### src/rtl/pixel_writer_pkg.sv
// Shared GPU definitions used by the pixel writer and its FIFO.
//   WIDTH_BITS / HEIGHT_BITS : pixel coordinate widths (X / Y)
//   CHANNEL_BITS             : bits per colour channel
//   FB_ADDR_BITS             : framebuffer word address width
//   PIXEL_DATA_BITS          : packed {r,g,b} word width
//   pw_state_e               : pixel_writer output-stage FSM states
package pixel_writer_pkg;

  localparam int unsigned WIDTH_BITS      = 10;
  localparam int unsigned HEIGHT_BITS     = 9;
  localparam int unsigned CHANNEL_BITS    = 8;
  localparam int unsigned FB_ADDR_BITS    = 19;
  localparam int unsigned PIXEL_DATA_BITS = 3 * CHANNEL_BITS;

  typedef enum logic {
    PW_IDLE = 1'b0,
    PW_REQ  = 1'b1
  } pw_state_e;

endpackage

### src/rtl/pixel_writer_fifo.sv
// pix_fifo: parameterised synchronous FIFO with registered storage.
//   clk, rst      : clock, synchronous active-high reset (empties the FIFO)
//   push, wdata   : write an entry (caller must not push when full)
//   pop           : drop the head entry (caller must not pop when empty)
//   rdata         : head entry, valid while !empty
//   full, empty   : occupancy flags
module pix_fifo #(
  parameter int unsigned WIDTH = 8,
  parameter int unsigned DEPTH = 4
) (
  input  logic             clk,
  input  logic             rst,
  input  logic             push,
  input  logic [WIDTH-1:0] wdata,
  input  logic             pop,
  output logic [WIDTH-1:0] rdata,
  output logic             full,
  output logic             empty
);

  localparam int unsigned PTR_W = $clog2(DEPTH);

  // Pointers carry one extra wrap bit to tell full from empty.
  logic [PTR_W:0]   wr_ptr_q, wr_ptr_d;
  logic [PTR_W:0]   rd_ptr_q, rd_ptr_d;
  logic [WIDTH-1:0] mem_q [DEPTH];
  logic [WIDTH-1:0] mem_d [DEPTH];

  assign empty = (wr_ptr_q == rd_ptr_q);
  assign full  = (wr_ptr_q[PTR_W] != rd_ptr_q[PTR_W]) &&
                 (wr_ptr_q[PTR_W-1:0] == rd_ptr_q[PTR_W-1:0]);
  assign rdata = mem_q[rd_ptr_q[PTR_W-1:0]];

  always_comb begin
    wr_ptr_d = wr_ptr_q;
    rd_ptr_d = rd_ptr_q;
    mem_d    = mem_q;
    if (push) begin
      mem_d[wr_ptr_q[PTR_W-1:0]] = wdata;
      wr_ptr_d = wr_ptr_q + 1'b1;
    end
    if (pop) begin
      rd_ptr_d = rd_ptr_q + 1'b1;
    end
  end

  always_ff @(posedge clk) begin
    if (rst) begin
      wr_ptr_q <= '0;
      rd_ptr_q <= '0;
    end else begin
      wr_ptr_q <= wr_ptr_d;
      rd_ptr_q <= rd_ptr_d;
    end
  end

  // Storage needs no reset: entries are only read once the pointers say valid.
  always_ff @(posedge clk) begin
    mem_q <= mem_d;
  end

endmodule

### src/rtl/pixel_writer.sv
// pixel_writer: receives rasterizer pixels, clips them to the screen,
// converts to a linear framebuffer address, buffers them and issues one
// framebuffer write per pixel on a req/ack port.
//   clk, rst                  : clock, synchronous active-high reset
//   pix_valid/pix_ready       : pixel handshake; X, Y, r_i, g_i, b_i payload
//   mem_req/mem_ack           : write request / one-cycle acknowledge
//   mem_addr, mem_wdata       : write address and packed {r,g,b}
//   clear_counts              : zero both counters
//   idle                      : nothing buffered or in flight
//   written_count             : saturating count of completed writes
//   clipped_count             : saturating count of clipped pixels
module pixel_writer
  import pixel_writer_pkg::*;
#(
  parameter int unsigned SCREEN_W   = 640,
  parameter int unsigned SCREEN_H   = 480,
  parameter int unsigned FIFO_DEPTH = 4,
  parameter int unsigned ADDR_BITS  = FB_ADDR_BITS,
  parameter int unsigned BASE_ADDR  = 0
) (
  input  logic                       clk,
  input  logic                       rst,
  input  logic                       pix_valid,
  output logic                       pix_ready,
  input  logic [WIDTH_BITS-1:0]      X,
  input  logic [HEIGHT_BITS-1:0]     Y,
  input  logic [CHANNEL_BITS-1:0]    r_i,
  input  logic [CHANNEL_BITS-1:0]    g_i,
  input  logic [CHANNEL_BITS-1:0]    b_i,
  output logic                       mem_req,
  output logic [ADDR_BITS-1:0]       mem_addr,
  output logic [PIXEL_DATA_BITS-1:0] mem_wdata,
  input  logic                       mem_ack,
  input  logic                       clear_counts,
  output logic                       idle,
  output logic [19:0]                written_count,
  output logic [15:0]                clipped_count
);

  localparam int unsigned ENTRY_W = ADDR_BITS + PIXEL_DATA_BITS;

  pw_state_e                  state_q, state_d;
  logic                       mem_req_q, mem_req_d;
  logic [ADDR_BITS-1:0]       mem_addr_q, mem_addr_d;
  logic [PIXEL_DATA_BITS-1:0] mem_wdata_q, mem_wdata_d;
  logic [19:0]                written_q, written_d;
  logic [15:0]                clipped_q, clipped_d;

  logic                 fifo_full, fifo_empty, fifo_push, fifo_pop;
  logic [ENTRY_W-1:0]   fifo_wdata, fifo_rdata;
  logic                 accept, clip, wr_done;
  logic [ADDR_BITS-1:0] pix_addr;

  assign pix_ready = !fifo_full;
  assign accept    = pix_valid && pix_ready;
  assign clip      = (32'(X) >= SCREEN_W) || (32'(Y) >= SCREEN_H);
  assign pix_addr  = ADDR_BITS'(BASE_ADDR + 32'(Y) * SCREEN_W + 32'(X));
  assign fifo_push = accept && !clip;
  assign fifo_wdata = {pix_addr, r_i, g_i, b_i};

  pix_fifo #(
    .WIDTH (ENTRY_W),
    .DEPTH (FIFO_DEPTH)
  ) u_fifo (
    .clk   (clk),
    .rst   (rst),
    .push  (fifo_push),
    .wdata (fifo_wdata),
    .pop   (fifo_pop),
    .rdata (fifo_rdata),
    .full  (fifo_full),
    .empty (fifo_empty)
  );

  // Output stage: the head is popped into mem_addr/mem_wdata when loaded,
  // so the block holds FIFO_DEPTH + 1 pixels in total.
  always_comb begin
    state_d     = state_q;
    mem_req_d   = mem_req_q;
    mem_addr_d  = mem_addr_q;
    mem_wdata_d = mem_wdata_q;
    fifo_pop    = 1'b0;
    wr_done     = 1'b0;
    case (state_q)
      PW_IDLE: begin
        if (!fifo_empty) begin
          {mem_addr_d, mem_wdata_d} = fifo_rdata;
          fifo_pop  = 1'b1;
          mem_req_d = 1'b1;
          state_d   = PW_REQ;
        end
      end
      PW_REQ: begin
        if (mem_ack) begin
          wr_done = 1'b1;
          if (!fifo_empty) begin
            {mem_addr_d, mem_wdata_d} = fifo_rdata;
            fifo_pop = 1'b1;
          end else begin
            mem_req_d = 1'b0;
            state_d   = PW_IDLE;
          end
        end
      end
      default: begin
        mem_req_d = 1'b0;
        state_d   = PW_IDLE;
      end
    endcase
  end

  always_comb begin
    written_d = written_q;
    clipped_d = clipped_q;
    if (clear_counts) begin
      written_d = '0;
      clipped_d = '0;
    end else begin
      if (wr_done && written_q != '1) written_d = written_q + 1'b1;
      if (accept && clip && clipped_q != '1) clipped_d = clipped_q + 1'b1;
    end
  end

  always_ff @(posedge clk) begin
    if (rst) begin
      state_q     <= PW_IDLE;
      mem_req_q   <= 1'b0;
      mem_addr_q  <= '0;
      mem_wdata_q <= '0;
      written_q   <= '0;
      clipped_q   <= '0;
    end else begin
      state_q     <= state_d;
      mem_req_q   <= mem_req_d;
      mem_addr_q  <= mem_addr_d;
      mem_wdata_q <= mem_wdata_d;
      written_q   <= written_d;
      clipped_q   <= clipped_d;
    end
  end

  assign mem_req       = mem_req_q;
  assign mem_addr      = mem_addr_q;
  assign mem_wdata     = mem_wdata_q;
  assign written_count = written_q;
  assign clipped_count = clipped_q;
  assign idle          = fifo_empty && (state_q == PW_IDLE);

endmodule

### config.mk
export PLATFORM = sky130hd
export DESIGN_NAME = pixel_writer
export DESIGN_NICKNAME = d
export VERILOG_FILES = /design/src/rtl/pixel_writer_pkg.sv /design/src/rtl/pixel_writer_fifo.sv /design/src/rtl/pixel_writer.sv
export SDC_FILE = /design/constraint.sdc
export NUM_CORES = 1
export LEC_CHECK = 0
export ABC_CLOCK_PERIOD_IN_PS = 2400
export BUFFER_PORTS_ARGS = -buffer_cell sky130_fd_sc_hd__buf_2
export CAP_MARGIN = 10
export CORE_MARGIN = 2
export CORE_UTILIZATION = 30
export CTS_CLUSTER_SIZE = 24
export DETAILED_ROUTE_END_ITERATION = 8
export GPL_ROUTABILITY_DRIVEN = 0
export HOLD_SLACK_MARGIN = 0.12
export PLACE_DENSITY = 0.48
export SKIP_LAST_GASP = 1
export SYNTH_ARGS = -nofsm -noshare
export SYNTH_HDL_FRONTEND = slang
export SYNTH_SLANG_ARGS = --single-unit
### constraint.sdc
create_clock -name clk -period 2.4 [get_ports clk]
set_input_delay 0.24 -clock clk [delete_from_list [all_inputs] [get_ports clk]]
set_output_delay 0.24 -clock clk [all_outputs]
set_load 0.01 [all_outputs]
* After elaboration in Yosys (flattened, before gate mapping)
Index checks and enable logic that the tools add are counted.
** Storage, ports and cells
- Register bits after elaboration :: 259
** Operators by class
- Reduce and logical (&&, ||, !) cells :: 13
- $add $sub $neg :: 5
- $mul :: 1
- Mux-type cells :: 23
- Magnitude comparators :: 5
- Bitwise logic cells :: 3
- Equal/unequal tests :: 8
** Operator list (number)
- bitwise mux 172 bit :: 1
- 2-to-1 mux 43 bit :: 3
- binary-select mux 43 bit (select 2 bit) :: 1
- demux 43 bit (select 2 bit) :: 1
- 2-to-1 mux 24 bit :: 2
- one-hot mux 24 bit (2 select lines) :: 1
- 2-to-1 mux 19 bit :: 2
- one-hot mux 19 bit (2 select lines) :: 1
- adder 20 x 1 -> 20 bit (second input constant) :: 1
- != test 20 bit (second input constant) :: 1
- adder 19 x 10 -> 19 bit :: 1
- adder 16 x 1 -> 16 bit (second input constant) :: 1
- != test 16 bit (second input constant) :: 1
- multiplier 9 x 3 -> 12 bit (second input constant) :: 1
- greater-or-equal comparator 10 bit (second input constant) :: 1
- greater-or-equal comparator 9 bit (second input constant) :: 1
- logical AND 1 bit :: 8
- 2-to-1 mux 1 bit :: 8
- adder 3 x 1 -> 3 bit (second input constant) :: 2
- greater-or-equal comparator 3 bit (second input constant) :: 2
- inverter 2 -> 3 bit :: 2
- one-hot mux 1 bit (2 select lines) :: 3
- != test 2 bit (second input constant) :: 2
- equality test 3 bit :: 1
- other kinds (9) :: 10

* Depth between registers and ports, before layout
- Word-level depth :: 7
- Mapped depth :: 10

* Cells and area by module
A second synthesis with hierarchy kept.
** Second synthesis, totals
- Cell total of the unflattened synthesis :: 754
- Area total of the unflattened synthesis :: 10628.9 µm²
** By module, submodules not included
- pix_fifo :: cells each 262, seq. area each 5285.1 µm², times used 1, area each 6623.9 µm²
- pixel_writer :: cells each 492, seq. area each 1621.6 µm², times used 1, area each 4005.1 µm²

* Worst setup path after synthesis
No wires, ideal clock.
- Path type :: reg2reg
- From :: register u_fifo.rd_ptr_q[0]
- To :: register u_fifo.mem_q[100] (netlist bit) (enable)
- Buffers on the path :: 2
- Arrival :: 2.228 ns
- Setup slack :: -0.233 ns
- Cell stages (with the launch flop) :: 7
- Data required time :: 1.995 ns
- Library setup time :: 0.405 ns
- Cells stage by stage :: dfxtp_1 > buf_4 > xor2_2 > or3_1 > and3_1 > buf_2 > and2_1
** Between the ends
- Word-level cells in the longest chain between the ends :: 5
** Ends and longest elaborated chain
- start: declaration :: RTL line pixel_writer_fifo.sv:25 : logic [PTR_W:0] rd_ptr_q, rd_ptr_d;
- start signal: assignment :: RTL line pixel_writer_fifo.sv:53 : rd_ptr_q <= rd_ptr_d;
- equality test 2 bit :: RTL line pixel_writer_fifo.sv:31 : (wr_ptr_q[PTR_W-1:0] == rd_ptr_q[PTR_W-1:0]);
- logical AND 1 bit :: RTL line pixel_writer_fifo.sv:30 : assign full = (wr_ptr_q[PTR_W] != rd_ptr_q[PTR_W]) &&
- zero test 1 bit :: RTL line pixel_writer.sv:54 : assign pix_ready = !fifo_full;
- via pix_ready :: RTL line pixel_writer.sv:24 : output logic pix_ready,
- logical AND 1 bit :: RTL line pixel_writer.sv:55 : assign accept = pix_valid && pix_ready;
- logical AND 1 bit :: RTL line pixel_writer.sv:58 : assign fifo_push = accept && !clip;
- end signal: assignment :: RTL line pixel_writer_fifo.sv:59 : mem_q <= mem_d;
- end: declaration :: RTL line pixel_writer_fifo.sv:26 : logic [WIDTH-1:0] mem_q [DEPTH];
The timed path passes the listed nets, and every way through them passes these cells.
A chain may end at the register's enable or synchronous reset.

* Worst setup path after layout
- From :: register u_fifo.wr_ptr_q[2]
- To :: output port idle
** Between the ends
- Word-level cells in the longest chain between the ends :: 2
** Ends and longest elaborated chain
- start: declaration :: RTL line pixel_writer_fifo.sv:24 : logic [PTR_W:0] wr_ptr_q, wr_ptr_d;
- start signal: assignment :: RTL line pixel_writer_fifo.sv:52 : wr_ptr_q <= wr_ptr_d;
- equality test 3 bit :: RTL line pixel_writer_fifo.sv:29 : assign empty = (wr_ptr_q == rd_ptr_q);
- logical AND 1 bit :: RTL line pixel_writer.sv:147 : assign idle = fifo_empty && (state_q == PW_IDLE);
- end: declaration :: RTL line pixel_writer.sv:35 : output logic idle,
No other way between the ends.

==> flow_summary.toml <==
[outcome]
status = "complete, no violations"

[die]
die_w_um = 191
core_area_um2 = 34500
ios = 130
die-area_um2 = 36500
fp.dieH_um = 191
initial_core_util = 0.304
rows = 68

[pwr]
p_per_area_nw_per_um2 = 949
peakVddDrop_v = 0.000648
pwr-share-seq = 0.436
p_int_w = 0.00890
netSwitchingPower_w = 0.00362
p_leak_nw = 4.74
comb_power_share = 0.232
swShare = 0.289
clkPwrFrac = 0.332

[timing]
finalMaxSlewViolations = 0
rsz0062_at_grt = "false"
worstMarginPinSlew_ns = 0.750
setup_viol = 0
finClkSkew_ns = 0.00817
setup_tns_ns = 0
fin_crit_sh = 0.913
fin_ws_ns = 0.209
max_freq_mhz = 456
period_needed_ns = 2.19
slew_headroom = 0.500
hold_viol_final = 0

[route]
drcViolationCount = 0
antenna_left = 0
drt-wirelength-per-cell_um = 16.4
route.vias.total = 6349
first_pass_iters = 4
routed_wl_um = 23200
routed_via_density = 4.48
drtIter0Drc = 360

[clock_tree]
cts_root_buf = "clkbuf_16"
clock_sinks = 259
worstSkewPairLatency_ns = 0.55
cts_made_buffers = 28
clkTransAtPathRegs_ns = 0.06
cts_buffer_depth = 3
cts_tree = "yes"
htreeDepth = 1

[synth]
syn_nets = 816
synth_seq_cells = 259
synthXorXnorAreaFrac = 0.0431
synth_top_area_frac = 0.492
synth-simple-area-share = 0.106
ys_types = 57
synth_top_family_by_area = "simple AND/OR/NAND/NOR gates"
yosys.area_share.adder = 0.0336
ys_top_cells_by_area = "edfxtp_1 49%, dfxtp_1 17%, mux4_2 9.2%"
synth_compound_area_frac = 0.0443
synth_largest_area_cell = "edfxtp_1"
post_synth.cell_area_avg_um2 = 14.2
synth_mux_area_frac = 0.0950
yosysWarningCount = 0
seq_area_frac_synth = 0.657
synth.cell_area_um2 = 10500
synth_cells = 741

[final_layout]
final_common_cell = "edfxtp_1"
area_delta_synth_final_pct = 25.5
final_cell_mix = "172 x edfxtp_1, 129 x buf_2, 106 x nand2_1, 85 x dfxtp_1"
antennaDiodeCount = 0
fill_cells = 3363
drive_gt1_frac = 0.284
final_net_count = 1014

[flow_run]
max_cap_violations = 0

[global_route]
grt_max_degree = 52
grt_pass1_vias = 6579
antenna_found_initial = 1
grt_pass1_wl_um = 36800
grt_overflow = 0
track_usage = 0.128

[setup_path]
crit_start = "u_fifo.wr_ptr_q[2]"
r2r_slack_ns = 0.26
critPathKind = "flip-flop to primary output"
r2r_end = "written_count[3]"
rr_worst_depth = 7
startpoint_type = "flip-flop"
r2r_start = "written_count[0]"
required_ns = 2.16
crit_fanout = 4
crit_arrival_ns = 1.95
critPathCaptureType = "primary output"

[placement]
dp_slack_ns = -0.172
hpwlAfterDp_um = 14200
numPortBuffers = 129

[hold_path]
min_to = "u_fifo.mem_q[74]"
whs_path_depth = 3
min_path_type = "input port to flip-flop"
hold_start = "Y[0]"
==> synthesized netlist by cell type (all sizes together) <==
cell type,n
a211oi,3
a21boi,1
a21o,1
a21oi,51
a22oi,1
a311o,1
a31oi,2
a41oi,2
and2,4
and3,3
and3b,1
and4,1
buf,17
clkbuf,15
dfxtp,87
edfxtp,172
fa,2
ha,25
inv,17
mux2i,3
mux4,43
nand2,106
nand2b,5
nand3,15
nand3b,1
nand4,9
nor2,51
nor2b,7
nor3,11
nor3b,4
nor4,6
nor4b,2
o211ai,1
o21a,2
o21ai,6
o22a,1
o22ai,2
o31ai,2
or2,4
or3,4
xnor2,26
xor2,24
==> power groups by stage <==
| stage | clock (W) | combinational, W | sequential, W |
|---|---|---|---|
| after floorplan | 0 | 0.00172 | 0.00562 |
| after global placement | 0 | 0.00293 | 0.00555 |
| after detailed placement | 0 | 0.00295 | 0.00556 |
| after CTS | 0.00431 | 0.00301 | 0.00546 |
| after global routing | 0.00450 | 0.00325 | 0.00550 |
| final | 0.00416 | 0.00290 | 0.00545 |
==> state kept, by name, indices dropped and copies added, names as in the netlist <==
register / flops
state_q: 1
u_fifo.rd_ptr_q: 3
u_fifo.wr_ptr_q: 3
mem_req: 1
u_fifo.mem_q: 172
mem_addr: 19
mem_wdata: 24
clipped_count: 16
written_count: 20
==> per-stage QoR <==
step,util,total power [W],instances,hold WS [ns],instance area (um2)
after floorplan,-,0.00735,741,0.339,10500
after global placement,0.346,0.00847,1331,0.439,12000
after detailed placement,0.346,0.00851,1331,0.443,12000
after CTS,0.382,0.0128,1416,0.172,13200
after global routing,0.382,0.0132,1416,0.200,13200
final,0.382,0.0125,1416,0.200,13200
==> worst max path at each step <==
stage | endpoint | cells past startpoint
after global routing | written_count[3] | 7
after floorplan | u_fifo.mem_q[127] | 10
after detailed placement | u_fifo.mem_q[126] | 11
after CTS | idle | 4
final | idle | 4
after global placement | u_fifo.mem_q[170] | 11
==> critical path, cell delays in order (launching register included) <==
cell     delay, ns
dfxtp_1       0.33
xnor2_1       0.27
nor3b_2       0.44
ha_1          0.22
buf_2         0.14
==> layer usage <==
metal / GRT usage / part of all wire
met5: 0 / 0.00030
met4: 0.0269 / 0.014
met3: 0.0253 / 0.049
met2: 0.221 / 0.48
met1: 0.167 / 0.46
==> what timing repair did <==
item                                   4_1_cts  5_1_grt
setup buffers                                0        0
hold buffers                                33        0
endpoints found under the hold margin      130        0
gates resized for setup                      0        0
==> cells by family (layout without fill, tap and decap cells) <==
kind of cell | after synthesis | in the layout
flops | 259 | 259
simple gates | 234 | 234
compound gates | 76 | 76
xor+xnor | 50 | 50
buf+inv | 49 | 269
mux | 46 | 46
fa+ha+maj | 27 | 27
==> final cells by class <==
class | count | area [um2] | share of cell area
Multi-Input combinational cell | 433 | 3400 | 0.258
Clock buffer | 39 | 752 | 0.0570
Clock inverter | 13 | 144 | 0.0109
Sequential cell | 259 | 6910 | 0.524
Inverter | 17 | 63.8 | 0.00484
Timing Repair Buffer | 200 | 1350 | 0.102
Tap cell | 455 | 569 | 0.0432
(Power assumes the default switching activity.)
